`src/rtl/sync_edge_filter.sv`:
```
// Glitch filter for a synchronized clkB-domain level: qualifies level changes over
// FILTER_CYCLES samples, emits rise/fall pulses and keeps a saturating rise counter.
module sync_edge_filter #(
  parameter int unsigned FILTER_CYCLES = 3,
  parameter int unsigned CNT_W         = 8
) (
  input  logic             clkB,
  input  logic             rstB,
  input  logic             SignalIn_clkB,
  input  logic             CountClr_clkB,
  output logic             Level_clkB,
  output logic             Rise_clkB,
  output logic             Fall_clkB,
  output logic [CNT_W-1:0] EventCount_clkB,
  output logic             Overflow_clkB
);

  localparam int unsigned     QW      = $clog2(FILTER_CYCLES + 1);
  localparam logic [QW-1:0]   QLAST   = QW'(FILTER_CYCLES - 1);
  localparam logic [CNT_W-1:0] CNT_MAX = '1;

  typedef enum logic [1:0] {
    LOW_STABLE,
    QUAL_HIGH,
    HIGH_STABLE,
    QUAL_LOW
  } state_t;

  state_t           state_q, state_d;
  logic [QW-1:0]    qcnt_q, qcnt_d;
  logic             level_q, level_d;
  logic             rise_q, rise_d;
  logic             fall_q, fall_d;
  logic [CNT_W-1:0] count_q, count_d;
  logic             ovf_q, ovf_d;

  always_comb begin
    state_d = state_q;
    qcnt_d  = qcnt_q;
    level_d = level_q;
    rise_d  = 1'b0;
    fall_d  = 1'b0;
    case (state_q)
      LOW_STABLE: begin
        if (SignalIn_clkB) begin
          if (FILTER_CYCLES == 1) begin
            state_d = HIGH_STABLE;
            qcnt_d  = '0;
            level_d = 1'b1;
            rise_d  = 1'b1;
          end else begin
            state_d = QUAL_HIGH;
            qcnt_d  = QW'(1);
          end
        end
      end
      QUAL_HIGH: begin
        if (!SignalIn_clkB) begin
          state_d = LOW_STABLE;
          qcnt_d  = '0;
        end else if (qcnt_q == QLAST) begin
          state_d = HIGH_STABLE;
          qcnt_d  = '0;
          level_d = 1'b1;
          rise_d  = 1'b1;
        end else begin
          qcnt_d = qcnt_q + 1'b1;
        end
      end
      HIGH_STABLE: begin
        if (!SignalIn_clkB) begin
          if (FILTER_CYCLES == 1) begin
            state_d = LOW_STABLE;
            qcnt_d  = '0;
            level_d = 1'b0;
            fall_d  = 1'b1;
          end else begin
            state_d = QUAL_LOW;
            qcnt_d  = QW'(1);
          end
        end
      end
      QUAL_LOW: begin
        if (SignalIn_clkB) begin
          state_d = HIGH_STABLE;
          qcnt_d  = '0;
        end else if (qcnt_q == QLAST) begin
          state_d = LOW_STABLE;
          qcnt_d  = '0;
          level_d = 1'b0;
          fall_d  = 1'b1;
        end else begin
          qcnt_d = qcnt_q + 1'b1;
        end
      end
      default: begin
        state_d = LOW_STABLE;
        qcnt_d  = '0;
      end
    endcase
  end

  // Clear is applied before the rise, so a simultaneous clear+rise leaves count=1.
  always_comb begin
    count_d = count_q;
    ovf_d   = ovf_q;
    if (CountClr_clkB) begin
      count_d = '0;
      ovf_d   = 1'b0;
    end
    if (rise_d) begin
      if (count_d == CNT_MAX) begin
        ovf_d = 1'b1;
      end else begin
        count_d = count_d + 1'b1;
      end
    end
  end

  always_ff @(posedge clkB) begin
    if (rstB) begin
      state_q <= LOW_STABLE;
      qcnt_q  <= '0;
      level_q <= 1'b0;
      rise_q  <= 1'b0;
      fall_q  <= 1'b0;
      count_q <= '0;
      ovf_q   <= 1'b0;
    end else begin
      state_q <= state_d;
      qcnt_q  <= qcnt_d;
      level_q <= level_d;
      rise_q  <= rise_d;
      fall_q  <= fall_d;
      count_q <= count_d;
      ovf_q   <= ovf_d;
    end
  end

  assign Level_clkB      = level_q;
  assign Rise_clkB       = rise_q;
  assign Fall_clkB       = fall_q;
  assign EventCount_clkB = count_q;
  assign Overflow_clkB   = ovf_q;

endmodule

```
`config.mk`:
```
export PLATFORM = sky130hd
export DESIGN_NAME = sync_edge_filter
export DESIGN_NICKNAME = d
export VERILOG_FILES = /design/src/rtl/sync_edge_filter.sv
export SDC_FILE = /design/constraint.sdc
export NUM_CORES = 1
export LEC_CHECK = 0
export BUFFER_PORTS_ARGS = -buffer_cell sky130_fd_sc_hd__buf_2
export CAP_MARGIN = 25
export CORE_UTILIZATION = 35
export CTS_BUF_LIST = sky130_fd_sc_hd__clkbuf_16
export DETAILED_ROUTE_END_ITERATION = 12
export GPL_TIMING_DRIVEN = 0
export PLACE_DENSITY = 0.62
export SYNTH_ARGS = -nofsm -noshare
export SYNTH_HDL_FRONTEND = slang
export SYNTH_SLANG_ARGS = --single-unit
export TNS_END_PERCENT = 50
```
`constraint.sdc`:
```
create_clock -name clkB -period 1.9 [get_ports clkB]
set_clock_uncertainty 0.1 [all_clocks]
set_input_delay 0.285 -clock clkB [delete_from_list [all_inputs] [get_ports clkB]]
set_output_delay 0.285 -clock clkB [all_outputs]
set_load 0.05 [all_outputs]
```
**Yosys cells after proc, flatten, opt, wreduce, memory -nomap -nowiden**

Index checks and enable logic that the tools add are counted.

- $add $sub $neg: 2
- Equality and inequality tests: 13
- Mux-type cells: 26
- Bitwise operators: 1
- Reductions and logical operators: 6

Operator list:

| cell | number |
|---|---|
| $mux 8 | 3 |
| $mux 2 | 10 |
| $pmux 2 s4 | 2 |
| $ne 2x2->1 const B | 6 |
| $mux 1 | 10 |
| $add 8x1->8 const B | 1 |
| $eq 8x8->1 const B | 1 |
| $eq 2x2->1 const B | 3 |
| $ne 3x3->1 const B | 2 |
| $reduce_and 5->1 | 1 |
| $reduce_and 4->1 | 1 |
| $reduce_or 3->1 | 1 |
| $add 2x1->2 const B | 1 |
| $eq 2x1->1 const B | 1 |
| $logic_not 2->1 | 1 |
| $pmux 1 s2 | 1 |
| $reduce_and 2->1 | 1 |
| $reduce_bool 2->1 | 1 |
| $not 1->1 | 1 |

- Register bits: 16
- Output and inout port bits: 12
- Word-level logic and storage cells: 55

**Logic depth before layout (Yosys ltp)**

Gate-level depths: netlist (run 1).

- Depth after elaboration: 5
- Gate-level depth with buffers: 5

**Worst setup path before layout (run 1)**

No wires, ideal clock.

- Path type: reg-to-reg
- From: register count_q[0] (netlist: EventCount_clkB[0])
- To: register count_q[2] (netlist: EventCount_clkB[2])
- Setup time: 0.123 ns
- Arrival: 1.869 ns
- Required time: 1.677 ns
- Slack: -0.192 ns
- Stages on the path, launching flop included: 5
- Path buffers: 0
- Period minus slack after synthesis: 2.092 ns
- Cell sequence: dfxtp_1 -> or3b_4 -> or2_4 -> nor3b_2 -> mux2_1

- Longest elaborated chain between the ends: 4

RTL lines:

| item | line | text |
|---|---|---|
| start, declared | 34 | `logic [CNT_W-1:0] count_q, count_d;` |
| start signal, assigned | 135 | `count_q <= count_d;` |
| $mux 8 * | 107 | `if (CountClr_clkB) begin` |
| $add 8x1->8 or $eq 8x8->1 (tied branches) | 115, 112 |  |
| $mux 8 * | 112 | `if (count_d == CNT_MAX) begin` |
| $mux 8 * | 111 | `if (rise_d) begin` |

Every way passes the cells marked *; elsewhere a longest branch is shown, timed or not.
A chain may end at the register's enable or synchronous reset.

==> results by group, run 1 <==
Synth
  • Yosys reg bits: 16
  • Synth warn: 0
  • Netlist Area Pre-Place: 721 sq um
  • Syn_nets: 86
  • Post-Syn Area per Cell: 8.79 sq um
  • Largest cells by area after synthesis: dfxtp_1 (44%), nor3_1 (4.9%), a21oi_1 (4.2%)
  • Unique cell type count in the Yosys netlist: 33
  • Leading area contributor after synthesis: dfxtp_1
  • Synth top area share: 44.4%
  • Sequential share of the synthesized area: 44.4%
  • Cells after synthesis: 82

Drt
  • DRT Pass-1 Iters: 4
  • Final antenna-violating net count: 0
  • WL per Instance: 11.5 um
  • DR vias: 661
  • DRC viols: 0
  • Via-to-Cell Ratio: 5.08
  • WL final: 1.50 mm
  • Initial drt markers: 12

Timing
  • RSZ-0062 raised after global routing: false
  • Fmax: 542 MHz
  • # setup viols final: 0
  • Tmin final: 1.84 ns
  • Hold Fails Final Rpt: 0
  • Worst slew pin tran: 0.555 ns
  • Slew HR: 62.7%
  • Final period util: 97.0%
  • WHS: 0.170 ns
  • Final setup TNS: 0 ns
  • Final Max Slew Viols: 0

Global routing
  • Initial antenna violation count: 0
  • GRT Total Usage: 15.0%
  • Vias in the first global route: 506
  • First-pass GRT wire length: 2.22 mm
  • Total grt overflow: 0
  • Pin count of the biggest net entering global routing: 11

Worst setup path
  • Worst EP required: 1.93 ns
  • Nature of the critical path endpoint: flop
  • Crit path kind: flop to flop
  • Worst path arrival time: 1.88 ns
  • Crit start category: flop
  • Reg2reg setup slack: 0.06 ns
  • Worst reg2reg endpoint: EventCount_clkB[2]
  • Depth of the most critical reg-to-reg path: 5
  • Setup crit end: EventCount_clkB[2]
  • CP Max Fanout: 8

Power
  • Power per cell area: 847 nW/um^2
  • Worst vdd ir: 409 uV
  • Power, Total: 0.795 mW
  • Pleak: 0.382 nW

Job
  • Number of max-cap violations: 0

Floorplan
  • Die area: 2240 sq um
  • Row count: 16
  • IO Count: 16
  • Die X: 47.4 um
  • Die Ht: 47.4 um
  • CORE AREA: 1940 sq um
  • Starting Density: 37.1%

Placed design
  • IO Port Bufs: 13
  • Gpl congestion: 0.830
  • Hpwl dp: 993 um

Worst hold path
  • Worst Hold Class: input port to flop
  • Hold_sp: SignalIn_clkB

Clock network
  • Clock Path Buffers: 2
  • CTS Buf Count: 3
  • Sink Count: 16
  • CTS tree: done
  • Hold_buf cts: 0
  • Root Buffer: clkbuf_16
  • H-Tree Depth: 1
  • Clk_lat worst skew: 0.25 ns
  • Reg clk slew, reported paths: 0.05 ns

Layout
  • Final #Nets: 108
  • Commonest non-fill, non-tap cells in the layout: dfxtp_1 (15), buf_2 (14), nor2_1 (7), nor3_1 (7)
  • Commonest non-fill, non-tap cell in the layout: dfxtp_1
  • Antenna Cells: 0
  • Layout cell share with drive strength beyond 1: 27.2%
  • Synth-to-layout area growth: 30.2%

Status
  • Outcome: completed
-- worst min-delay path by stage --
stage	cells after the start	endpoint	slack [ns]
after floorplan	1	Fall_clkB	0.26
after CTS	2	Fall_clkB	0.15
final	2	Fall_clkB	0.17
after global placement	2	Level_clkB	0.37
after detailed placement	2	Level_clkB	0.39
after global routing	2	Fall_clkB	0.18
-- critical path, cell delays in order, from the launching register on --
cell     delay, ns
dfxtp_1       0.30
buf_6         0.13
or3b_4        0.40
or2_4         0.26
nor3b_4       0.20
mux2_1        0.33
-- routing by layer --
layer | global-route usage (%) | wire length (um) | up-vias
met2 | 19.2 | 710 | 12
met3 | 5.00 | 54 | 2
met5 | 0 | 0 | -
met1 | 20.7 | 706 | 308
li1 | - | - | 339
met4 | 10.3 | 27 | 0
-- layout make-up --
class / instances / area (sq um)
Sequential cell: 16 / 324
Tap cell: 27 / 33.8
Clock buffer: 3 / 75.1
Clock inverter: 1 / 3.75
Inverter: 3 / 11.3
Timing Repair Buffer: 17 / 95.1
Fill cell: 197 / 1000
Multi-Input combinational cell: 59 / 372
Buffer: 4 / 23.8
-- state kept, by name, summed over array words and instances (netlist names), named ones only --
name,cells
Rise_clkB,1
EventCount_clkB,8
qcnt_q,2
Fall_clkB,1
Overflow_clkB,1
Level_clkB,1
state_q,1
-- kinds of logic after synthesis --
logic type,synth area share (%)
AOI/OAI and AO/OA,15.1
muxes,1.56
DFF,44.4
xor gates and xnor gates,1.22
and+or+nand+nor,32.8
buffers and inverters,4.86
-- repair_timing --
item,in CTS,in global routing
setup buffers,0,4
hold endpoints to repair,0,0
gates resized for setup,0,1
setup endpoints to repair,0,1
-- stage by stage --
| stage | instance area, sq um | cells | setup slack (ns) | util, % |
|---|---|---|---|---|
| after global placement | 823 | 122 | 0.0523 | 42.4 |
| after detailed placement | 823 | 122 | 0.0319 | 42.4 |
| after global routing | 938 | 130 | 0.0113 | 48.3 |
| final | 938 | 130 | 0.0562 | 48.3 |
| after CTS | 902 | 126 | 0.0419 | 46.5 |
| after floorplan | 724 | 82 | 0.0406 | - |
-- synth_stat cells --
| library cell | n |
|---|---|
| dfxtp_1 | 16 |
| a21oi_1 | 6 |
| inv_1 | 3 |
| a21o_1 | 2 |
| a31oi_1 | 1 |
| mux2_1 | 1 |
| clkbuf_1 | 2 |
| nor3_1 | 7 |
| nor3b_1 | 1 |
| o211a_1 | 1 |
| o21ai_1 | 1 |
| buf_6 | 1 |
| nand2b_1 | 2 |
| nand4b_1 | 2 |
| nor4_2 | 1 |
| nand4_1 | 2 |
| and4b_1 | 1 |
| nand3_1 | 2 |
| nor2_1 | 7 |
| o21ai_0 | 4 |
| or3b_4 | 1 |
| buf_2 | 1 |
| a211oi_1 | 2 |
| xor2_1 | 1 |
| nand3b_1 | 1 |
| nand2_1 | 6 |
| nor3b_2 | 1 |
| o21a_1 | 1 |
| or3b_2 | 1 |
| nor4b_1 | 1 |
| nor2b_1 | 1 |
| or2_4 | 1 |
| and3_1 | 1 |
-- where the power goes --
part	internal [mW]	total, mW	switching, mW
registers	0.341	0.345	0.00487
clock network	0.279	0.412	0.133
logic	0.0125	0.0372	0.0246
total	0.633	0.795	0.162
No activity file was read; power rests on OpenSTA's default activity.
==> run 2: changes to the inputs <==
--- a/config.mk
+++ b/config.mk
@@ -11,7 +11,7 @@
 export CTS_BUF_LIST = sky130_fd_sc_hd__clkbuf_16
 export DETAILED_ROUTE_END_ITERATION = 12
 export GPL_TIMING_DRIVEN = 0
-export PLACE_DENSITY = 0.62
+export PLACE_DENSITY = 0.6
 export SYNTH_ARGS = -nofsm -noshare
 export SYNTH_HDL_FRONTEND = slang
 export SYNTH_SLANG_ARGS = --single-unit
==> constraint.sdc (replaced) <==
create_clock -name clkB -period 2.15 [get_ports clkB]
set_clock_uncertainty 0.1 [all_clocks]
set_input_delay 0.3225 -clock clkB [delete_from_list [all_inputs] [get_ports clkB]]
set_output_delay 0.3225 -clock clkB [all_outputs]
set_load 0.05 [all_outputs]
==> run 2 against run 1 <==
Register-to-register slack better by 0.22 ns. Via count is 5.3% lower. Sequential power is 11% lower. Wire length is 5.9% lower. Combinational power is 13% lower. Largest power group unchanged. Final cell count is 3.1% lower. Critical path depth is 1 lower. Highest routed layer unchanged. Global-route usage is 0.29 points lower. Largest cell class unchanged. Sequential share of layout area is 1.1 points higher. Maximum frequency is 1.4% lower.
==> results by group, run 2 (synthesis results as in run 1) <==
Layout
  • Register Area: 320 sq um (was 324 sq um)
  • Commonest non-fill, non-tap cell in the layout: dfxtp_1 (unchanged)
  • Layout cell share with drive strength beyond 1: 23.2% (was 27.2%)
  • Non-filler cells, final: 126 (was 130)
  • Final #Nets: 104 (was 108)
  • Area of the multi-input gates: 365 sq um (was 372 sq um)
  • Max reg flops: 8 (unchanged)
  • Synth-to-layout area growth: 24.7% (was 30.2%)
  • Antenna Cells: 0 (unchanged)
  • Fillcell total: 204 (was 197)
  • Final design utilization: 46.3% (was 48.3%)
  • Commonest non-fill, non-tap cells in the layout: dfxtp_1 (16), buf_2 (14), nor2_1 (7), nor3_1 (7) (was dfxtp_1 (15), buf_2 (14), nor2_1 (7), nor3_1 (7))

Drt
  • WL per Instance: 11.2 um (was 11.5 um)
  • Via-to-Cell Ratio: 4.97 (was 5.08)
  • Final antenna-violating net count: 0 (unchanged)
  • DRC viols: 0 (unchanged)
  • DR vias: 626 (was 661)
  • DRT Pass-1 Iters: 4 (unchanged)
  • WL final: 1.41 mm (was 1.50 mm)
  • Initial drt markers: 16 (was 12)

Worst setup path
  • Crit path kind: flop to flop (unchanged)
  • Setup crit end: EventCount_clkB[2] (unchanged)
  • Crit start category: flop (unchanged)
  • Depth of the most critical reg-to-reg path: 4 (was 5)
  • CP Max Fanout: 8 (unchanged)
  • Worst EP required: 2.18 ns (was 1.93 ns)
  • CP startpoint: qcnt_q[0]
  • Worst r2r src: qcnt_q[0]
  • Reg2reg setup slack: 0.28 ns (was 0.06 ns)
  • Worst reg2reg endpoint: EventCount_clkB[2] (unchanged)
  • Nature of the critical path endpoint: flop (unchanged)
  • Worst path arrival time: 1.90 ns (was 1.88 ns)

Placed design
  • Gpl congestion: 0.766 (was 0.830)
  • Hpwl dp: 982 um (was 993 um)
  • IO Port Bufs: 13 (unchanged)
  • Placed Instances: 122 (unchanged)

Clock network
  • Sink Count: 16 (unchanged)
  • Clock Path Buffers: 2 (unchanged)
  • Hold_buf cts: 0 (unchanged)
  • CTS tree: done (unchanged)
  • Root Buffer: clkbuf_16 (unchanged)
  • Reg clk slew, reported paths: 0.05 ns (about the same)
  • CTS Buf Count: 3 (unchanged)
  • Clk_lat worst skew: 0.25 ns (about the same)
  • H-Tree Depth: 1 (unchanged)
  • Post-cts gate resize count: 0 (unchanged)
  • # Post-CTS Setup Buffers: 0 (unchanged)

Floorplan
  • CORE AREA: 1940 sq um (unchanged)
  • Starting Density: 37.1% (unchanged)
  • Die X: 47.4 um (unchanged)
  • Die Ht: 47.4 um (unchanged)
  • IO Count: 16 (unchanged)
  • Die area: 2240 sq um (unchanged)
  • Row count: 16 (unchanged)

Global routing
  • Total grt overflow: 0 (unchanged)
  • Pin count of the biggest net entering global routing: 11 (unchanged)
  • Initial antenna violation count: 0 (unchanged)
  • Vias in the first global route: 515 (was 506)
  • GRT Total Usage: 14.7% (was 15.0%)
  • First-pass GRT wire length: 2.23 mm (was 2.22 mm)

Power
  • Worst vdd ir: 347 uV (was 409 uV)
  • Flop pwr share: 43.7% (was 43.5%)
  • Sw Pwr: 0.143 mW (was 0.162 mW)
  • Power share of the combinational group: 4.6% (was 4.7%)
  • Pleak: 0.364 nW (was 0.382 nW)
  • Power per cell area: 782 nW/um^2 (was 847 nW/um^2)
  • Clock group share of total power: 51.7% (was 51.9%)
  • Int Pwr: 0.560 mW (was 0.633 mW)
  • Switching share of power: 20.3% (was 20.4%)

Timing
  • Fmax: 535 MHz (was 542 MHz)
  • Tmin final: 1.87 ns (was 1.84 ns)
  • Hold Fails Final Rpt: 0 (unchanged)
  • Worst slew pin tran: 0.467 ns (was 0.555 ns)
  • Final setup TNS: 0 ns (unchanged)
  • # setup viols final: 0 (unchanged)
  • Final period util: 86.9% (was 97.0%)
  • Final Max Slew Viols: 0 (unchanged)
  • Slew HR: 68.6% (was 62.7%)
  • RSZ-0062 raised after global routing: false (unchanged)

Worst hold path
  • Worst Hold Class: input port to flop (unchanged)
  • Hold_sp: SignalIn_clkB (unchanged)

Job
  • Number of max-cap violations: 0 (unchanged)

Status
  • Outcome: completed (unchanged)
run 2: metrics by stage:
step | total power, mW | hold WS (ns) | area (sq um) | setup slack, ns
CTS | 0.714 | 0.195 | 898 | 0.280
detailed placement | 0.345 | 0.389 | 820 | 0.245
finish | 0.703 | 0.201 | 898 | 0.281
floorplan | 0.336 | 0.299 | 721 | 0.0579
global placement | 0.345 | 0.374 | 820 | 0.248
global route | 0.726 | 0.203 | 898 | 0.177
run 2: worst min path at each step:
stage / end / slack [ns] / depth (start not counted)
finish: Fall_clkB / 0.20 / 2
CTS: Fall_clkB / 0.19 / 2
detailed placement: Level_clkB / 0.39 / 2
floorplan: Fall_clkB / 0.30 / 1
global placement: Level_clkB / 0.37 / 2
global route: Fall_clkB / 0.20 / 2
run 2: power by group through the flow:
stage | clock [mW] | sequential [mW] | combinational (mW)
finish | 0.363 | 0.307 | 0.0323
global route | 0.382 | 0.307 | 0.0364
CTS | 0.375 | 0.307 | 0.0324
detailed placement | 0 | 0.313 | 0.0322
global placement | 0 | 0.312 | 0.0325
floorplan | 0 | 0.319 | 0.0178
run 2: area by class of cell:
cell class	instances	area share, %
plain buffers	4	2.65
clock buffers	3	8.36
clock inverters	1	0.418
inverters	3	1.25
multi-input cells	59	40.7
flip-flops and latches	16	35.7
well taps	27	3.76
repair buffers	13	7.24
run 2: routing by layer:
layer	routed length [um]	vias up	share of wire [%]	global-route usage, %
met3	88	5	6.2	5.77
met5	0	-	0	0
met4	39	0	2.8	8.57
li1	-	325	-	-
met2	553	20	39	18.9
met1	727	276	52	20.4
run 2: worst max-delay path, stage by stage (launching register included):
cell	delay, ns
dfxtp_1	0.33
nand4b_1	0.39
or2_4	0.39
nor3b_2	0.21
mux2_1	0.34
